**config.mk**
```make
export PLATFORM = sky130hd
export DESIGN_NAME = fetch_ctrl
export DESIGN_NICKNAME = d
export VERILOG_FILES = /design/src/rtl/riscv_pkg.sv /design/src/rtl/arv_pkg.sv /design/src/rtl/fetch_pc_gen.sv /design/src/rtl/fetch_ctrl.sv
export SDC_FILE = /design/constraint.sdc
export NUM_CORES = 1
export LEC_CHECK = 0
export ABC_AREA = 1
export BUFFER_PORTS_ARGS = -buffer_cell sky130_fd_sc_hd__clkbuf_2
export CORE_MARGIN = 2
export CORE_UTILIZATION = 35
export DETAILED_ROUTE_END_ITERATION = 7
export GPL_ROUTABILITY_DRIVEN = 0
export PLACE_DENSITY = 0.58
export SYNTH_ARGS = -nofsm -noshare
export SYNTH_HDL_FRONTEND = slang
export SYNTH_SLANG_ARGS = --single-unit
```
**constraint.sdc**
```tcl
create_clock -name clk_i -period 4 [get_ports clk_i]
set_clock_uncertainty 0.05 [all_clocks]
set_input_delay 0.6 -clock clk_i [delete_from_list [all_inputs] [get_ports clk_i]]
set_output_delay 0.6 -clock clk_i [all_outputs]
set_load 0.01 [all_outputs]
```
**src/rtl/riscv_pkg.sv**
```systemverilog
// Core-wide architectural constants shared by the front end.
package riscv_pkg;

  localparam int PHY_ADDR_SIZE = 32;

endpackage

```
**src/rtl/arv_pkg.sv**
```systemverilog
// Front-end fetch types: stage control structs, FSM states, PC mux selects
// and the I-cache line alignment helper.
package arv_pkg;

  import riscv_pkg::*;

  localparam int FETCH_LINE_BYTES = 16;

  typedef enum logic [1:0] {
    FETCH_BOOT   = 2'd0,
    FETCH_RUN    = 2'd1,
    FETCH_MISS   = 2'd2,
    FETCH_REPLAY = 2'd3
  } fetch_state_e;

  typedef enum logic [1:0] {
    PC_HOLD = 2'd0,
    PC_INCR = 2'd1,
    PC_LOAD = 2'd2
  } pc_sel_e;

  typedef struct packed {
    logic                     stall;
    logic                     flush;
    logic [PHY_ADDR_SIZE-1:0] pc;
  } fetch_1_ctrl_t;

  typedef struct packed {
    logic stall;
    logic flush;
  } fetch_2_ctrl_t;

  // Clear the byte-within-line offset so the address names a whole line.
  function automatic logic [PHY_ADDR_SIZE-1:0] line_align(input logic [PHY_ADDR_SIZE-1:0] addr);
    logic [PHY_ADDR_SIZE-1:0] offset_mask;
    offset_mask = PHY_ADDR_SIZE'(FETCH_LINE_BYTES - 1);
    return addr & ~offset_mask;
  endfunction

endpackage

```
**src/rtl/fetch_pc_gen.sv**
```systemverilog
// Architectural fetch PC register. The controller picks hold, sequential
// increment (wrapping modulo 2^PHY_ADDR_SIZE) or load of an explicit target.
module fetch_pc_gen
  import riscv_pkg::*, arv_pkg::*;
#(
  parameter logic [PHY_ADDR_SIZE-1:0] BOOT_ADDR   = 32'h8000_0000,
  parameter int                       INSTR_BYTES = 4
) (
  input  logic                     clk_i,
  input  logic                     rst_i,
  input  pc_sel_e                  pc_sel_i,
  input  logic [PHY_ADDR_SIZE-1:0] load_pc_i,
  output logic [PHY_ADDR_SIZE-1:0] pc_o
);

  logic [PHY_ADDR_SIZE-1:0] pc_q;
  logic [PHY_ADDR_SIZE-1:0] pc_d;

  // Next-PC mux; the adder simply overflows to give the wrap-around.
  always_comb begin
    pc_d = pc_q;
    case (pc_sel_i)
      PC_INCR: pc_d = pc_q + PHY_ADDR_SIZE'(INSTR_BYTES);
      PC_LOAD: pc_d = load_pc_i;
      default: pc_d = pc_q;
    endcase
  end

  // PC register, returns to the boot vector on reset.
  always_ff @(posedge clk_i or posedge rst_i) begin
    if (rst_i) begin
      pc_q <= BOOT_ADDR;
    end else begin
      pc_q <= pc_d;
    end
  end

  assign pc_o = pc_q;

endmodule

```
**src/rtl/fetch_ctrl.sv**
```systemverilog
// Front-end sequencing controller: owns the fetch PC, stalls/flushes the
// two fetch stages, arbitrates redirects against decode backpressure and
// I-cache misses, and drives the refill request/acknowledge handshake.
module fetch_ctrl
  import riscv_pkg::*, arv_pkg::*;
#(
  parameter logic [PHY_ADDR_SIZE-1:0] BOOT_ADDR   = 32'h8000_0000,
  parameter int                       INSTR_BYTES = 4
) (
  input  logic                     clk_i,
  input  logic                     rst_i,
  input  logic                     redirect_valid_i,
  input  logic [PHY_ADDR_SIZE-1:0] redirect_pc_i,
  input  logic                     decode_ready_i,
  input  logic                     f2_valid_i,
  input  logic                     f2_hit_i,
  input  logic [PHY_ADDR_SIZE-1:0] f2_pc_i,
  output logic                     refill_req_o,
  output logic [PHY_ADDR_SIZE-1:0] refill_addr_o,
  input  logic                     refill_ack_i,
  output fetch_1_ctrl_t            fetch_1_ctrl_o,
  output fetch_2_ctrl_t            fetch_2_ctrl_o,
  output logic [1:0]               state_o
);

  fetch_state_e             state_q, state_d;
  logic                     stall_q, stall_d;
  logic                     refill_req_q, refill_req_d;
  logic [PHY_ADDR_SIZE-1:0] refill_addr_q, refill_addr_d;
  logic                     pend_redirect_q, pend_redirect_d;
  logic [PHY_ADDR_SIZE-1:0] pend_pc_q, pend_pc_d;

  pc_sel_e                  pc_sel;
  logic [PHY_ADDR_SIZE-1:0] pc_load;
  logic [PHY_ADDR_SIZE-1:0] pc;
  logic                     flush_1;
  logic                     flush_2;

  fetch_pc_gen #(
    .BOOT_ADDR   (BOOT_ADDR),
    .INSTR_BYTES (INSTR_BYTES)
  ) u_pc_gen (
    .clk_i     (clk_i),
    .rst_i     (rst_i),
    .pc_sel_i  (pc_sel),
    .load_pc_i (pc_load),
    .pc_o      (pc)
  );

  // Next-state, PC selection, refill handshake and combinational flushes.
  always_comb begin
    state_d         = state_q;
    stall_d         = stall_q;
    refill_req_d    = refill_req_q;
    refill_addr_d   = refill_addr_q;
    pend_redirect_d = pend_redirect_q;
    pend_pc_d       = pend_pc_q;
    pc_sel          = PC_HOLD;
    pc_load         = redirect_pc_i;
    flush_1         = 1'b0;
    flush_2         = 1'b0;

    case (state_q)
      FETCH_BOOT: begin
        // PC already sits at the boot vector; just release the stages.
        stall_d = 1'b0;
        state_d = FETCH_RUN;
      end

      FETCH_RUN, FETCH_REPLAY: begin
        // REPLAY drops whatever fetch_2 holds so the missed PC re-looks-up.
        if (state_q == FETCH_REPLAY) begin
          flush_2 = 1'b1;
        end
        state_d = FETCH_RUN;
        if (redirect_valid_i) begin
          pc_sel  = PC_LOAD;
          pc_load = redirect_pc_i;
          flush_1 = 1'b1;
          flush_2 = 1'b1;
          stall_d = 1'b0;
        end else if (state_q == FETCH_RUN && f2_valid_i && !f2_hit_i) begin
          // Rewind to the missed PC and hold both stages until the refill.
          state_d       = FETCH_MISS;
          refill_req_d  = 1'b1;
          refill_addr_d = line_align(f2_pc_i);
          pc_sel        = PC_LOAD;
          pc_load       = f2_pc_i;
          stall_d       = 1'b1;
        end else if (!decode_ready_i) begin
          stall_d = 1'b1;
        end else begin
          pc_sel  = PC_INCR;
          stall_d = 1'b0;
        end
      end

      FETCH_MISS: begin
        stall_d = 1'b1;
        // Redirects cannot abort the refill; remember the newest one.
        if (redirect_valid_i) begin
          pend_redirect_d = 1'b1;
          pend_pc_d       = redirect_pc_i;
        end
        if (refill_ack_i) begin
          refill_req_d    = 1'b0;
          pend_redirect_d = 1'b0;
          stall_d         = 1'b0;
          if (redirect_valid_i || pend_redirect_q) begin
            pc_sel  = PC_LOAD;
            pc_load = redirect_valid_i ? redirect_pc_i : pend_pc_q;
            flush_1 = 1'b1;
            flush_2 = 1'b1;
            state_d = FETCH_RUN;
          end else begin
            state_d = FETCH_REPLAY;
          end
        end
      end

      default: begin
        state_d = FETCH_BOOT;
      end
    endcase
  end

  // Controller state and registered outputs.
  always_ff @(posedge clk_i or posedge rst_i) begin
    if (rst_i) begin
      state_q         <= FETCH_BOOT;
      stall_q         <= 1'b1;
      refill_req_q    <= 1'b0;
      refill_addr_q   <= '0;
      pend_redirect_q <= 1'b0;
      pend_pc_q       <= '0;
    end else begin
      state_q         <= state_d;
      stall_q         <= stall_d;
      refill_req_q    <= refill_req_d;
      refill_addr_q   <= refill_addr_d;
      pend_redirect_q <= pend_redirect_d;
      pend_pc_q       <= pend_pc_d;
    end
  end

  // Flushes are forced while reset is held so the stages never see junk.
  assign fetch_1_ctrl_o = '{stall: stall_q, flush: flush_1 | rst_i, pc: pc};
  assign fetch_2_ctrl_o = '{stall: stall_q, flush: flush_2 | rst_i};
  assign refill_req_o   = refill_req_q;
  assign refill_addr_o  = refill_addr_q;
  assign state_o        = state_q;

endmodule

```
Yosys cells after proc, flatten, opt, wreduce, memory -nomap -nowiden

Cells that the tools add are included.

$add $sub $neg: 1
Equality and inequality tests: 8
Bitwise logic cells: 3
Muxes and demuxes: 36
Reduce and logical (&&, ||, !) cells: 12

Operator list:

| kind                                          | number |
|---|---|
| 2-to-1 mux 32 bit                             | 5 |
| case mux 32 bit (2 select lines)              | 2 |
| adder 32 x 3 -> 32 bit, second input constant | 1 |
| 2-to-1 mux 2 bit                              | 8 |
| 2-to-1 mux 1 bit                              | 15 |
| == test 2 bit, second input constant          | 3 |
| inequality test 2 bit, second input constant  | 3 |
| case mux 1 bit (2 select lines)               | 3 |
| case mux 2 bit (3 select lines)               | 1 |
| nonzero test 2 bit                            | 3 |
| == test 2 x 1 -> 1 bit, second input constant | 2 |
| case mux 2 bit (2 select lines)               | 1 |
| AND reduction 4 bit                           | 1 |
| case mux 1 bit (3 select lines)               | 1 |
| AND reduction 3 bit                           | 1 |
| logical AND 1 bit                             | 2 |
| zero test 2 bit                               | 1 |
| OR 1 bit                                      | 2 |
| AND reduction 2 bit                           | 1 |
| OR reduction 2 bit                            | 1 |
| zero test 1 bit                               | 1 |
| logical OR 1 bit                              | 1 |
| NOT 1 bit                                     | 1 |

Output and inout port bits: 71
Register bits: 97

Depth between registers and ports, before layout

Depth after elaboration: 8
Mapped depth: 15
Depth with buffers taken out: 12

Modules after synthesis

A second synthesis with hierarchy kept.

Cell total of the unflattened synthesis: 894
Area, all modules: 6,062.1 um^2

Modules (own cells, without submodules):

| module       | area an instance (um^2) | cells each | times used | sequential area each (um^2) |
|---|---|---|---|---|
| fetch_ctrl   | 3,604.7                 | 490        | 1          | 1,627.8 |
| fetch_pc_gen | 2,457.4                 | 404        | 1          | 802.0 |

Worst setup path after synthesis

OpenSTA, ideal clock, no wires.

Path kind: input to output
From: input rst_i
To: output fetch_1_ctrl_o[32] in the netlist's numbering
Stages on the path: 2
Setup slack: 314 ps
Required time: 3,350 ps
Arrival time: 3,036 ps
Path through: inv_1 > nand3_1

RTL lines:

| what            | line             | source |
|---|---|---|
| start, declared | fetch_ctrl.sv:11 | `input logic rst_i,` |
| end, declared   | fetch_ctrl.sv:21 | `output fetch_1_ctrl_t fetch_1_ctrl_o,` |

Worst setup path in the final report

From: register state_q[0] (netlist: state_o[0])
To: register u_pc_gen.pc_q[2] (netlist: u_pc_gen.pc_o[2])

Longest elaborated chain between the ends: 8

Ends and longest elaborated chain:

| what                                                                   | line                               | source |
|---|---|---|
| start, declared                                                        | fetch_ctrl.sv:26                   | `fetch_state_e state_q, state_d;` |
| start signal, assigned                                                 | fetch_ctrl.sv:137                  | `state_q <= state_d;` |
| == test 2 x 1 -> 1 bit                                                 | fetch_ctrl.sv:63, fetch_ctrl.sv:82 |  |
| logical AND 1 bit (2 in a row)                                         | fetch_ctrl.sv:82                   | `end else if (state_q == FETCH_RUN && f2_valid_i && !f2_hit_i) begin` |
| 2-to-1 mux 2 bit                                                       | fetch_ctrl.sv:82                   |  |
| 2-to-1 mux 2 bit                                                       | fetch_ctrl.sv:76                   | `if (redirect_valid_i) begin` |
| case mux 2 bit (2 select lines)                                        | fetch_ctrl.sv:63                   | `case (state_q)` |
| == test 2 bit or == test 2 x 1 -> 1 bit (tied branches)                | fetch_pc_gen.sv:22                 | `case (pc_sel_i)` |
| case mux 32 bit (2 select lines) or nonzero test 2 bit (tied branches) | -                                  |  |
| end signal, assigned                                                   | fetch_pc_gen.sv:34                 | `pc_q <= pc_d;` |
| end, declared                                                          | fetch_pc_gen.sv:16                 | `logic [PHY_ADDR_SIZE-1:0] pc_q;` |

Several ways; a longest one is shown, not always the timed one.
A chain may end at the register's enable or synchronous reset.

==> impl_metrics.csv <==
group,metric,value,unit
synth,async_flop_share,1.00,
route,num_vias,5903,
synth,synth_area,5940,µm²
cells_and_area,syn_to_final_growth,18.0,%
global_route,grt_pass1_wl,29.4,mm
clock_network,cts_tree,"done",
timing,setup_viol,0,
clock_network,cts_resized,0,
clock_network,root_buffer,"clkbuf_16",
pwr,seqPwrFrac,0.444,
place,dp_cells,1202,
pwr,p_int,2090,µW
setup_path,critPathLaunchType,"flip-flop",
synth,synth_area_per_cell,6.80,µm²
timing,slew_violations,0,
route,wl_per_cell,15.3,µm
route,drtIter0Drc,335,
floorplanning,dieArea,18000,µm²
setup_path,required,4.22,ns
synth,yosys_register_bits,97,
setup_path,crit_path_start,"state_o[0]",
clock_network,cts_sinks,97,
synth,synth_warnings,0,
pwr,ir_drop,0.225,mV
cells_and_area,antenna_cells,0,
timing,max_freq,386,MHz
global_route,grt_use_total,0.211,
run,cap_violations,0,
setup_path,path_buf_inv,4,
setup_path,r2r_slack,1.41,ns
timing,finalCritPeriodShare,0.647,
timing,min_period,2.59,ns
clock_network,postCtsHoldBufs,0,
route,vias_per_cell,4.85,
setup_path,slowest_stage,"dfrtp_1",
synth,ys_seq_area_frac,0.409,
timing,hold_violations,0,
floorplanning,die_w,134,µm
setup_path,arrival,2.81,ns
timing,fin_setup_tns,0,ns
route,dr.pass1.iters,5,
timing,rsz0062_at_grt,"false",
setup_path,crit_chain,"nand2_2 -> clkinv_2 -> a21boi_0 -> nand3_1 -> ha_1 -> buf_4 -> inv_1 -> buf_4 -> nor2_1 -> a21oi_1",
setup_path,path_class,"reg -> reg",
cells_and_area,fin_area,7010,µm²
pwr,p_sw,1260,µW
global_route,first_global_vias,5487,
place,portBuffers,137,
pwr,p_clk_frac,0.265,
cells_and_area,fin_nets,1066,
route,ant_nets,0,
route,wl,18.6,mm
hold_path,hold_class,"in -> async",
global_route,grt-ovfl-total,0,
setup_path,reg2regPathDepth,10,
global_route,antenna_found_initial,0,
global_route,grt_max_degree,44,
floorplanning,core_area,16600,µm²
synth,synth-edff-count,0,
floorplanning,io_pins,142,
setup_path,cpPeakStageDelay,0.48,ns
synth,synth-main-ff-cell,"dfrtp_1",
clock_network,numCtsBuffers,9,
pwr,power.density,479,nW/µm²
floorplanning,die_h,134,µm
cells_and_area,final_util,0.423,
setup_path,crit_family,"buffers and inverters",
clock_network,clockBufferDepth,2,
pwr,swShare,0.376,
clock_network,cts_setup_buffers,0,
setup_path,cp-end-kind,"flip-flop",
setup_path,crit_top_cell,"buf_4",
setup_path,r2r_start,"state_o[0]",
setup_path,crit_fanout,30,
cells_and_area,drive_above_1_share,0.188,
pwr,pwr-share-comb,0.292,
clock_network,h-tree-depth,3,
pwr,power,3360,µW
cells_and_area,final_cells,1218,
synth,ys_types,38,
place,place_area,6720,µm²
timing,worst_pin_slew,0.558,ns
timing,relSlewSlack,0.628,
clock_network,path_clk_slew,0.07,ns
place,place_hpwl,13.8,mm
outcome,status,"complete, no violations",
route,drc_errors,0,
clock_network,clk_latency,0.35,ns
floorplanning,start_util,0.358,
floorplanning,rows,47,
pwr,p_leak,0.00377,µW
setup_path,worstSetupPathDepth,10,
synth,netlist_instances,874,
-- layout make-up --
type	count	area, µm²
Timing Repair Buffer	148	768
Clock inverter	5	61.3
Fill cell	1759	9570
Multi-Input combinational cell	651	2920
Clock buffer	11	233
Sequential cell	97	2430
Tap cell	220	275
Inverter	86	327
-- worst reg2reg max path: cells and delay by family, from the launching register on --
kind	cells	cell delay (ns)
AOI/OAI and AO/OA	2	0.36
adders and majority gates	1	0.32
buffers and inverters	4	1.01
DFF	1	0.48
and+or+nand+nor	3	0.30
-- synth_stat cells (3+ instances only) --
library cell,n,area (µm²)
dfrtp_1,95,2380
buf_6,3,33.8
buf_2,12,60.1
o21ai_1,11,55.1
nand2_1,333,1250
xor2_1,3,26.3
buf_4,19,143
nand3b_1,6,45.0
a21o_1,10,75.1
clkbuf_1,7,26.3
xnor2_1,3,26.3
a21oi_1,44,220
inv_2,4,15.0
nand2_2,5,31.3
nor2_1,93,349
o21ai_0,39,195
nor2_2,8,50.1
o211ai_1,17,128
nand3_1,55,275
o21bai_1,4,30.0
inv_1,81,304
-- routing by layer --
metal	vias to the layer above	GRT usage	wire, µm
met3	33	0.0340	1150
met5	-	0	0
met1	2680	0.284	8400
met4	0	0.0813	469
li1	2984	-	-
met2	206	0.342	8630
-- sequential cells by signal, indices dropped and copies added, names as in the netlist --
signal / count
refill_addr_o: 28
stall_q: 1
refill_req_o: 1
pend_pc_q: 32
u_pc_gen.pc_o: 32
pend_redirect_q: 1
state_o: 2
-- power groups by stage --
stage | sequential [µW] | clock, µW | combinational, µW
final | 1490 | 889 | 978
after global routing | 1520 | 948 | 1120
after CTS | 1490 | 908 | 990
after detailed placement | 1500 | 0 | 987
after global placement | 1500 | 0 | 978
after floorplan | 1490 | 0 | 577
-- stage by stage --
stage                     worst slack, ns  hold WS, ns
after floorplan                     0.314        0.393
final                                1.41        0.196
after global routing                 1.23        0.227
after CTS                            1.41        0.201
after global placement               1.28        0.409
after detailed placement             1.23        0.416
-- cell usage in the layout, fill, tap and decap left out, types with 2 or more instances in the layout --
cell / Yosys / final
nand2_1: 333 / 333
clkbuf_2: 0 / 137
dfrtp_1: 95 / 95
nor2_1: 93 / 93
inv_1: 81 / 80
nand3_1: 55 / 55
a21oi_1: 44 / 44
o21ai_0: 39 / 39
o211ai_1: 17 / 17
o21ai_1: 11 / 11
buf_4: 19 / 11
a21o_1: 10 / 10
clkbuf_16: 0 / 9
nor2_2: 8 / 8
nand3b_1: 6 / 6
nand2_2: 5 / 5
inv_2: 4 / 4
o21bai_1: 4 / 4
conb_1: 1 / 4
xor2_1: 3 / 3
xnor2_1: 3 / 3
nor2_4: 2 / 2
clkinv_2: 1 / 2
nand4_1: 2 / 2
a31oi_1: 2 / 2
ha_1: 2 / 2
clkbuf_1: 7 / 2
inv_6: 0 / 2
dfstp_2: 2 / 2
-- cell families (layout without fill, tap and decap cells) --
| logic type | Yosys count | after routing | synth area share |
|---|---|---|---|
| compound gates | 130 | 130 | 0.124 |
| fa+ha+maj | 2 | 2 | 0.00421 |
| other cells | 1 | 4 | 0.000631 |
| flops | 97 | 97 | 0.409 |
| simple gates | 508 | 508 | 0.349 |
| mux | 1 | 1 | 0.00190 |
| buf+inv | 129 | 250 | 0.102 |
| xor+xnor | 6 | 6 | 0.00885 |
-- final timing paths --
path | endpoint
setup / recovery | u_pc_gen.pc_o[2]
hold / removal | u_pc_gen.pc_o[28]
setup reg to reg | u_pc_gen.pc_o[2]
hold reg to reg | pend_pc_q[22]
max in group asynchronous | u_pc_gen.pc_o[4]
min in group clk_i | refill_addr_o[4]
Note: power is estimated with default switching activity, not from simulation.
